## src/rtl/divider_pkg.sv

```systemverilog
// Shared types for the iterative divider: FSM state encoding and step-counter sizing.
package divider_pkg;

    typedef enum logic [1:0] {
        IDLE,
        CALC,
        FIN
    } state_t;

    // Counter must hold WIDTH-1, the number of remaining steps after the first.
    function automatic int step_cnt_width(input int width);
        return $clog2(width);
    endfunction

endpackage

```

## src/rtl/divider_step.sv

```systemverilog
// One combinational restoring-division step: shift in one dividend bit, trial-subtract the divisor.
module divider_step
#(
    parameter int WIDTH = 32
) (
    input  logic [WIDTH-1:0] rem_in,
    input  logic             bit_in,
    input  logic [WIDTH-1:0] divisor,
    output logic [WIDTH-1:0] rem_out,
    output logic             q_bit
);

    logic [WIDTH:0] shifted;
    logic [WIDTH:0] diff;

    // rem_in < divisor always holds, so a non-negative difference fits in WIDTH bits.
    always_comb begin
        shifted = {rem_in, bit_in};
        diff    = shifted - {1'b0, divisor};
        q_bit   = ~diff[WIDTH];
        rem_out = q_bit ? diff[WIDTH-1:0] : shifted[WIDTH-1:0];
    end

endmodule

```

## src/rtl/divider_iter.sv

```systemverilog
// Iterative restoring divider, WIDTH+1 cycle latency, single-cycle divide-by-zero response.
// Signed (truncating) division is compiled in only when DIVIDER_SIGNED_EN is defined.
module divider_iter
    import divider_pkg::*;
#(
    parameter int WIDTH = 32
) (
    input  logic             clk,
    input  logic             rst,
    input  logic             start,
    input  logic [WIDTH-1:0] dividend,
    input  logic [WIDTH-1:0] divisor,
    input  logic             is_signed,
    output logic             busy,
    output logic             done,
    output logic [WIDTH-1:0] quotient,
    output logic [WIDTH-1:0] remainder,
    output logic             div_by_zero
);

    localparam int CW = step_cnt_width(WIDTH);

    state_t           state;
    state_t           state_next;
    logic [WIDTH-1:0] dvd_q;
    logic [WIDTH-1:0] dvs_q;
    logic [WIDTH-1:0] rem_q;
    logic [CW-1:0]    cnt_q;
    logic [WIDTH-1:0] rem_step;
    logic             q_bit;
    logic             accept;
    logic             zero_req;
    logic [WIDTH-1:0] mag_a;
    logic [WIDTH-1:0] mag_b;
    logic [WIDTH-1:0] q_fin;
    logic [WIDTH-1:0] r_fin;

    assign zero_req = (state == IDLE) && start && (divisor == '0);
    assign accept   = (state == IDLE) && start && (divisor != '0);
    assign busy     = (state != IDLE);

`ifdef DIVIDER_SIGNED_EN
    logic sgn_a;
    logic sgn_b;
    logic q_neg;
    logic r_neg;

    assign sgn_a = is_signed & dividend[WIDTH-1];
    assign sgn_b = is_signed & divisor[WIDTH-1];
    assign mag_a = sgn_a ? ('0 - dividend) : dividend;
    assign mag_b = sgn_b ? ('0 - divisor) : divisor;
    assign q_fin = q_neg ? ('0 - dvd_q) : dvd_q;
    assign r_fin = r_neg ? ('0 - rem_q) : rem_q;

    always_ff @(posedge clk) begin
        if (rst) begin
            q_neg <= 1'b0;
            r_neg <= 1'b0;
        end else if (accept) begin
            q_neg <= sgn_a ^ sgn_b;
            r_neg <= sgn_a;
        end
    end
`else
    logic unused_is_signed;

    assign unused_is_signed = is_signed;
    assign mag_a = dividend;
    assign mag_b = divisor;
    assign q_fin = dvd_q;
    assign r_fin = rem_q;
`endif

    divider_step #(.WIDTH(WIDTH)) u_step (
        .rem_in  (rem_q),
        .bit_in  (dvd_q[WIDTH-1]),
        .divisor (dvs_q),
        .rem_out (rem_step),
        .q_bit   (q_bit)
    );

    always_ff @(posedge clk) begin
        if (rst) begin
            state <= IDLE;
        end else begin
            state <= state_next;
        end
    end

    always_comb begin
        state_next = state;
        case (state)
            IDLE:    if (accept) state_next = CALC;
            CALC:    if (cnt_q == '0) state_next = FIN;
            FIN:     state_next = IDLE;
            default: state_next = IDLE;
        endcase
    end

    // The dividend register doubles as the quotient: bits shift out the top, quotient bits in the bottom.
    always_ff @(posedge clk) begin
        if (rst) begin
            done        <= 1'b0;
            quotient    <= '0;
            remainder   <= '0;
            div_by_zero <= 1'b0;
            dvd_q       <= '0;
            dvs_q       <= '0;
            rem_q       <= '0;
            cnt_q       <= '0;
        end else begin
            done <= 1'b0;
            case (state)
                IDLE: begin
                    if (zero_req) begin
                        quotient    <= '1;
                        remainder   <= dividend;
                        div_by_zero <= 1'b1;
                        done        <= 1'b1;
                    end else if (accept) begin
                        dvd_q <= mag_a;
                        dvs_q <= mag_b;
                        rem_q <= '0;
                        cnt_q <= CW'(WIDTH - 1);
                    end
                end
                CALC: begin
                    rem_q <= rem_step;
                    dvd_q <= {dvd_q[WIDTH-2:0], q_bit};
                    cnt_q <= cnt_q - 1'b1;
                end
                FIN: begin
                    quotient    <= q_fin;
                    remainder   <= r_fin;
                    div_by_zero <= 1'b0;
                    done        <= 1'b1;
                end
                default: ;
            endcase
        end
    end

endmodule

```

## config.mk

```make
export PLATFORM = sky130hd
export DESIGN_NAME = divider_iter
export DESIGN_NICKNAME = d
export VERILOG_FILES = /design/src/rtl/divider_pkg.sv /design/src/rtl/divider_step.sv /design/src/rtl/divider_iter.sv
export SDC_FILE = /design/constraint.sdc
export NUM_CORES = 1
export LEC_CHECK = 0
export ABC_CLOCK_PERIOD_IN_PS = 3350
export CORE_ASPECT_RATIO = 1.25
export CORE_UTILIZATION = 50
export CTS_BUF_LIST = sky130_fd_sc_hd__clkbuf_8 sky130_fd_sc_hd__clkbuf_16
export DETAILED_ROUTE_END_ITERATION = 10
export PLACE_DENSITY = 0.77
export SLEW_MARGIN = 40
export SYNTH_ARGS = -nofsm -noshare
export SYNTH_HDL_FRONTEND = slang
export SYNTH_HIERARCHICAL = 1
export SYNTH_SLANG_ARGS = --single-unit
```

## constraint.sdc

```tcl
create_clock -name clk -period 3.35 [get_ports clk]
set_input_delay 0.8375 -clock clk [delete_from_list [all_inputs] [get_ports clk]]
set_output_delay 0.8375 -clock clk [all_outputs]
set_load 0.03 [all_outputs]
```

# Word-level counts from Yosys, hierarchy flattened
# Index checks and enable logic that the tools add are counted.
[totals] regBits=169 elab_cells=54 output_inout_bits=67
[classes] mux=21 n_bitwise=2 reduce_logical=14 eq_ne=6 n_addsub=2
[op_table] op="$pmux W32 S2" count=4
[op_table] op="$mux W32" count=7
[op_table] op="$sub A33 B32 Y33" count=1
[op_table] op="$logic_not A32 Y1" count=1
[op_table] op="$reduce_bool A32 Y1" count=1
[op_table] op="$mux W5" count=2
[op_table] op="$pmux W5 S2" count=1
[op_table] op="$ne A2 B2 Y1 const B" count=4
[op_table] op="$reduce_and A3 Y1" count=2
[op_table] op="$reduce_bool A2 Y1" count=3
[op_table] op="$logic_not A5 Y1" count=1
[op_table] op="$sub A5 B1 Y5 const B" count=1
[op_table] op="$mux W2" count=2
[op_table] op="$pmux W1 S2" count=2
[op_table] op="$pmux W2 S2" count=1
[op_table] op="$reduce_and A2 Y1" count=2
[op_table] op="$logic_and A1 B1 Y1" count=3
[op_table] op="$eq A2 B1 Y1 const B" count=1
[op_table] op="$eq A2 B2 Y1 const B" count=1
[op_table] op="$logic_not A2 Y1" count=1
[op_table] op="$mux W1" count=2
[op_table] op="$not A1 Y1" count=2

# Logic depth before layout (Yosys ltp)
[logic_depth] depth_word=6 ltp_mapped=16 ltp_nobuf=14

# Cells and area by module
# The synthesis kept the hierarchy.
[modules_own_cells] mod="divider_iter" cells_per_inst=711 area_each_um2=6875.3 seq_area_each_um2=3383.2 n_inst=1
[modules_own_cells] mod="divider_step" cells_per_inst=305 area_each_um2=2358.5 seq_area_each_um2=0.0 n_inst=1

# Least setup slack after synthesis
# Ideal clock, no wire load.
[synth_timing] path_type="register -> register" start="reg dvd_q[31]" end="reg rem_q[10], in the netlist r_fin[10]" t_arrival_ns=3.326 n_path_buf=2 setup_ns=0.117 slack_ns=-0.092 path_stages_with_launch=17 required_time_ns=3.233 path_cell_list="dfxtp_1 > inv_1 > ha_1 > fa_1 > and2b_2 > o2111ai_2 > a21oi_2 > o2111ai_1 > a211oi_2 > nor2_4 > mux2i_4 > and2_4 > buf_12 > inv_8 > buf_12 > mux2_4 > a22o_1"
[synth_between] elab_chain_len=3
[synth_lines] item="from (decl)" line="divider_iter.sv:25" rtl="logic [WIDTH-1:0] dvd_q;"
[synth_lines] item="from (signal assigned)" line="divider_iter.sv:121" rtl="dvd_q <= mag_a;"
[synth_lines] item="from (signal assigned)" line="divider_iter.sv:129" rtl="dvd_q <= {dvd_q[WIDTH-2:0], q_bit};"
[synth_lines] item="$sub A33 B32 Y33" line="divider_step.sv:19" rtl="diff = shifted - {1'b0, divisor};"
[synth_lines] item="$mux W32" line="divider_step.sv:21" rtl="rem_out = q_bit ? diff[WIDTH-1:0] : shifted[WIDTH-1:0];"
[synth_lines] item="net rem_step[10]" line="divider_iter.sv:29" rtl="logic [WIDTH-1:0] rem_step;"
[synth_lines] item="$pmux W32 S2" line="divider_iter.sv:113" rtl="case (state)"
[synth_lines] item="to (signal assigned)" line="divider_iter.sv:128" rtl="rem_q <= rem_step;"
[synth_lines] item="to (decl)" line="divider_iter.sv:27" rtl="logic [WIDTH-1:0] rem_q;"
# The timed path passes the listed nets, and every way through them passes these cells.
# A chain may end at the register's enable or synchronous reset.

# Final worst setup path
[layout_timing] start="reg dvd_q[31]" end="reg rem_q[5], in the netlist r_fin[5]"
# The elaborated chain is that of the path after synthesis.

==> impl_summary.md <==
Status
The run finished with clean final reports.

Clock network
The number of clock buffers added by TritonCTS is 17. The TritonCTS clock tree is yes. After clock tree synthesis, the clock-pin slew on the worst setup and hold paths is 70 ps. The level count of the clock H-tree is 4. In this run the clock root is driven by a sky130_fd_sc_hd__clkbuf_16. The number of buffers on the longest clock path is 2.

Buffers inserted to repair hold after CTS numbered 0. The tree built by TritonCTS fans out to 169 sinks. The latest clock arrival within the worst-skew pair is approximately 440 ps.

Yosys
In this run the cell area of the synthesized design comes to 0.00923 mm². In the synthesized netlist, the number of instances is 1,016. Ranked by total cell area, the synthesized netlist is headed by sky130_fd_sc_hd__dfxtp_1, sky130_fd_sc_hd__mux2i_1, sky130_fd_sc_hd__a21oi_1. The synthesized-area fraction occupied by ao, oa, aoi and oai cells is 0.244. The largest family of logic cells by synthesized area is compound AO/OA/AOI/OAI gates. The primary flip-flop cell chosen by synthesis mapping is sky130_fd_sc_hd__dfxtp_1. The sequential share of the synthesized area is 0.366. The post-synthesis xor/xnor area fraction is 0.0247.

Counting flops and latches in the post-synthesis netlist gives between 150 and 200. The portion of synthesized area spent on multiplexers is 0.109. The most frequent cell after synthesis is sky130_fd_sc_hd__dfxtp_1. Of the post-synthesis cell area, the dominant cell type holds 0.366. In this run, synthesis inferred 0 flip-flops with an integrated enable. By count the netlist is led by sky130_fd_sc_hd__dfxtp_1, sky130_fd_sc_hd__nor2_1, sky130_fd_sc_hd__a21oi_1. The post-synthesis simple-gate area fraction is 0.138. In the synthesized netlist the async set-or-reset flop fraction comes to 0. The dominant cell type by area after synthesis is sky130_fd_sc_hd__dfxtp_1.

Synthesis produced a netlist with a net count of around 1.1k. The number of distinct library cells after synthesis is 73. After synthesis, the mean cell area works out to 9.09 µm². The warning count from the yosys run is 6.

Of the total synthesized cell area, the portion taken by full adders, half adders and majority gates is 0.0469.

Drt
The wire length after detailed routing is approximately 25,000 µm. The first detailed-routing pass ran for 5 iterations. The detailed-route via count is roughly 8.4k. Once detail routing completed, the nets flagged for antenna violations numbered 0. The post-detailed-route DRC marker count is 0. The DRC violation total after the first TritonRoute iteration is about 670. After detailed routing, the average wire length per cell comes to 18.3 µm.

After detailed routing, the number of vias per cell comes to roughly 6.1.

STA
The final worst-path cycle share is 0.979. The worst slew margin relative to its limit is 0.605. The transition time at the pin with the least slew margin is 592 ps. Adding up every negative setup slack in the final design gives 0 ps. Setup violations remaining at the end of the flow were counted as 0. The clock skew after layout is 14.9 ps.

The slack of the critical path is between 60 and 70 ps. For this run, the top clock speed supported by timing is 0.305 GHz. After layout, the minimum clock period comes to about 3300 ps. The count of endpoints failing hold in the final timing report was 0. Setup repair after global routing could not meet its margin everywhere.

The final number of max-transition violations is 0.

Placement
The final weighted congestion in routability-driven placement is 0.904. The number of port buffers is 133. The pre-CTS setup slack is -22.1 ps.

The placed wire-length estimate after detailed placement is 17,000 µm.

Global routing
The initial antenna violation count is 0. Entering global routing, the biggest net connects 66 pins. In the global route stage, overall resource usage came out at 0.270. Summed over all layers, the global routing overflow is 0. The number of global-route vias before repair was 8,051.

The first-pass GRT wire length is 40,500 µm.

Floorplan
Measured along the x axis, the die boundary spans 124 µm. The initialized floorplan defines 55 standard-cell rows. The die footprint is between 0.015 and 0.02 mm².

The initial utilization of the core area, before any placement, comes to 0.510. The die extent in y is 154 µm. In this run the count of I/O pins placed on the die edge is ~140.

The total area inside the core boundary comes to 0.0181 mm².

Final layout
In the final layout, the share of cells above drive strength 1 is 0.140. The filler cell count in the final layout is 1,528. Relative to the synthesized area, the layout overhead comes to 23.6%. The final cell utilization of the core is 0.631. The number of nets in the layout is 1,231. The number of diodes added for antenna fixing is 0.

Worst setup path
The number of cells on the worst reg-to-reg path is 14. The critical path launch point type is a register. In this run the critical register-to-register path is captured at r_fin[5]$_SDFFE_PP0P_. The arrival time reported for the critical path endpoint is 3600 ps. The worst setup path category is register to register.

The worst path required time is 3670 ps. The nature of the critical path endpoint is a register. The highest fanout seen on the critical path is 6.

The setup slack of the most critical reg-to-reg path is 70 ps. In this run the critical register-to-register path is launched from dvd_q[31]$_SDFFE_PP0P_.

Power
The static power due to leakage is 0.00467 µW. Total power for the finished layout comes to 12,200 µW. IR analysis of the VDD net gives a maximum drop of 1240 µV. Dividing total power by cell area gives a power density of between 1000 and 1500 mW/mm².

Worst hold path
The hold path depth is 2. The worst hold path begins at div_by_zero$_SDFFE_PP0P_. The path class of the tightest hold or removal check is register to register. The worst hold path terminates at div_by_zero$_SDFFE_PP0P_.

Flow run
The tool flagged a number of max-cap violations equal to 0.
==> cells in the final DEF, fill, tap and decap left out, drive strengths merged, types with 3 or more instances in the layout <==
| cell | synthesis | routed |
|---|---|---|
| dfxtp | 169 | 169 |
| clkdlybuf4s50 | 0 | 132 |
| nor2 | 112 | 112 |
| a21oi | 93 | 93 |
| nor3 | 75 | 75 |
| mux2i | 66 | 66 |
| inv | 41 | 50 |
| buf | 34 | 41 |
| o21a | 40 | 40 |
| a311oi | 33 | 33 |
| ha | 33 | 33 |
| o221a | 32 | 32 |
| a22o | 32 | 32 |
| nand2 | 26 | 26 |
| mux2 | 23 | 23 |
| o21ai | 20 | 20 |
| a21o | 19 | 19 |
| clkbuf | 45 | 17 |
| nand3 | 15 | 15 |
| xnor2 | 13 | 13 |
| xor2 | 13 | 13 |
| nor4 | 9 | 9 |
| clkinv | 0 | 9 |
| nand4 | 7 | 7 |
| a31oi | 7 | 7 |
| and3 | 6 | 6 |
| o2111ai | 5 | 5 |
| o21bai | 4 | 4 |
| o31ai | 4 | 4 |
| or3 | 3 | 3 |
| a211oi | 3 | 3 |
| nor2b | 3 | 3 |
==> per-layer routing <==
metal | up-vias | wire, µm | global-route usage
li1 | 3987 | - | -
met2 | 277 | 12500 | 0.457
met3 | 65 | 1220 | 0.0464
met5 | - | 0 | 0
met1 | 4025 | 10500 | 0.329
met4 | 0 | 885 | 0.123
==> how the worst max path moves through the flow <==
stage	from	to	slack (ps)	cells past startpoint
final	dvd_q[31]$_SDFFE_PP0P_	r_fin[5]$_SDFFE_PP0P_	70	14
after global routing	r_fin[14]$_SDFFE_PP0P_	r_fin[28]$_SDFFE_PP0P_	-40	12
after CTS	dvd_q[31]$_SDFFE_PP0P_	r_fin[5]$_SDFFE_PP0P_	5	14
after detailed placement	dvd_q[31]$_SDFFE_PP0P_	r_fin[4]$_SDFFE_PP0P_	-20	14
after global placement	dvd_q[31]$_SDFFE_PP0P_	r_fin[7]$_SDFFE_PP0P_	3	14
after floorplan	dvd_q[31]$_SDFFE_PP0P_	r_fin[10]$_SDFFE_PP0P_	10	16
==> critical path: stages, from the launching register on <==
cell and delay, ps:
sky130_fd_sc_hd__dfxtp_2 340, sky130_fd_sc_hd__inv_2 40, sky130_fd_sc_hd__ha_4 150, sky130_fd_sc_hd__fa_2 350, sky130_fd_sc_hd__and2b_2 260, sky130_fd_sc_hd__o2111ai_2 130, sky130_fd_sc_hd__a21oi_2 200, sky130_fd_sc_hd__o2111ai_2 170
sky130_fd_sc_hd__a211oi_2 290, sky130_fd_sc_hd__nor2_4 90, sky130_fd_sc_hd__mux2i_4 200, sky130_fd_sc_hd__and2_4 260, sky130_fd_sc_hd__inv_12 100, sky130_fd_sc_hd__mux2_2 340, sky130_fd_sc_hd__a22o_1 210
==> cells by family (layout without fill, tap and decap cells) <==
| logic type | after synthesis | count (layout) |
|---|---|---|
| AO/OA/AOI/OAI | 306 | 306 |
| buffers and inverters | 123 | 249 |
| adder cells (fa/ha/maj) | 34 | 34 |
| XOR/XNOR | 26 | 26 |
| flip-flops | 169 | 169 |
| AND/OR/NAND/NOR | 269 | 269 |
| multiplexers | 89 | 89 |
==> timing repair <==
item | in CTS | in global routing
endpoints found under the setup margin | 21 | 27
resized for setup | 2 | 7
gates cloned | 2 | 1
pin swaps | 4 | 2
buffers inserted | 0 | 1
==> where the power goes <==
part / internal, µW / total, µW / switching, µW
logic: 3800 / 7670 / 3870
clock network: 1010 / 1970 / 962
registers: 2270 / 2570 / 303
total: 7080 / 12200 / 5140
==> per-stage QoR <==
step	std cells	instance area, µm²	hold slack [ps]
detailed placement	1334	10700	473
CTS	1368	11400	483
finish	1370	11400	478
floorplan	1016	9240	446
global placement	1333	10700	449
global route	1370	11400	496
==> registers in the layout, indices dropped and copies added, names as in the netlist <==
signal,flops
cnt_q,5
div_by_zero,1
done,1
dvd_q,32
dvs_q,32
quotient,32
r_fin,32
remainder,32
state,2
==> cell type report <==
| class | instances | area, µm² | area share |
|---|---|---|---|
| clock buffers | 17 | 425 | 0.0373 |
| clock inverters | 15 | 175 | 0.0153 |
| inverters | 41 | 166 | 0.0146 |
| multi-input cells | 724 | 5240 | 0.459 |
| flip-flops and latches | 169 | 3390 | 0.297 |
| well taps | 228 | 285 | 0.0250 |
| repair buffers | 173 | 1700 | 0.149 |
| repair inverters | 3 | 33.8 | 0.00296 |
Note: power is estimated with default switching activity, not from simulation.
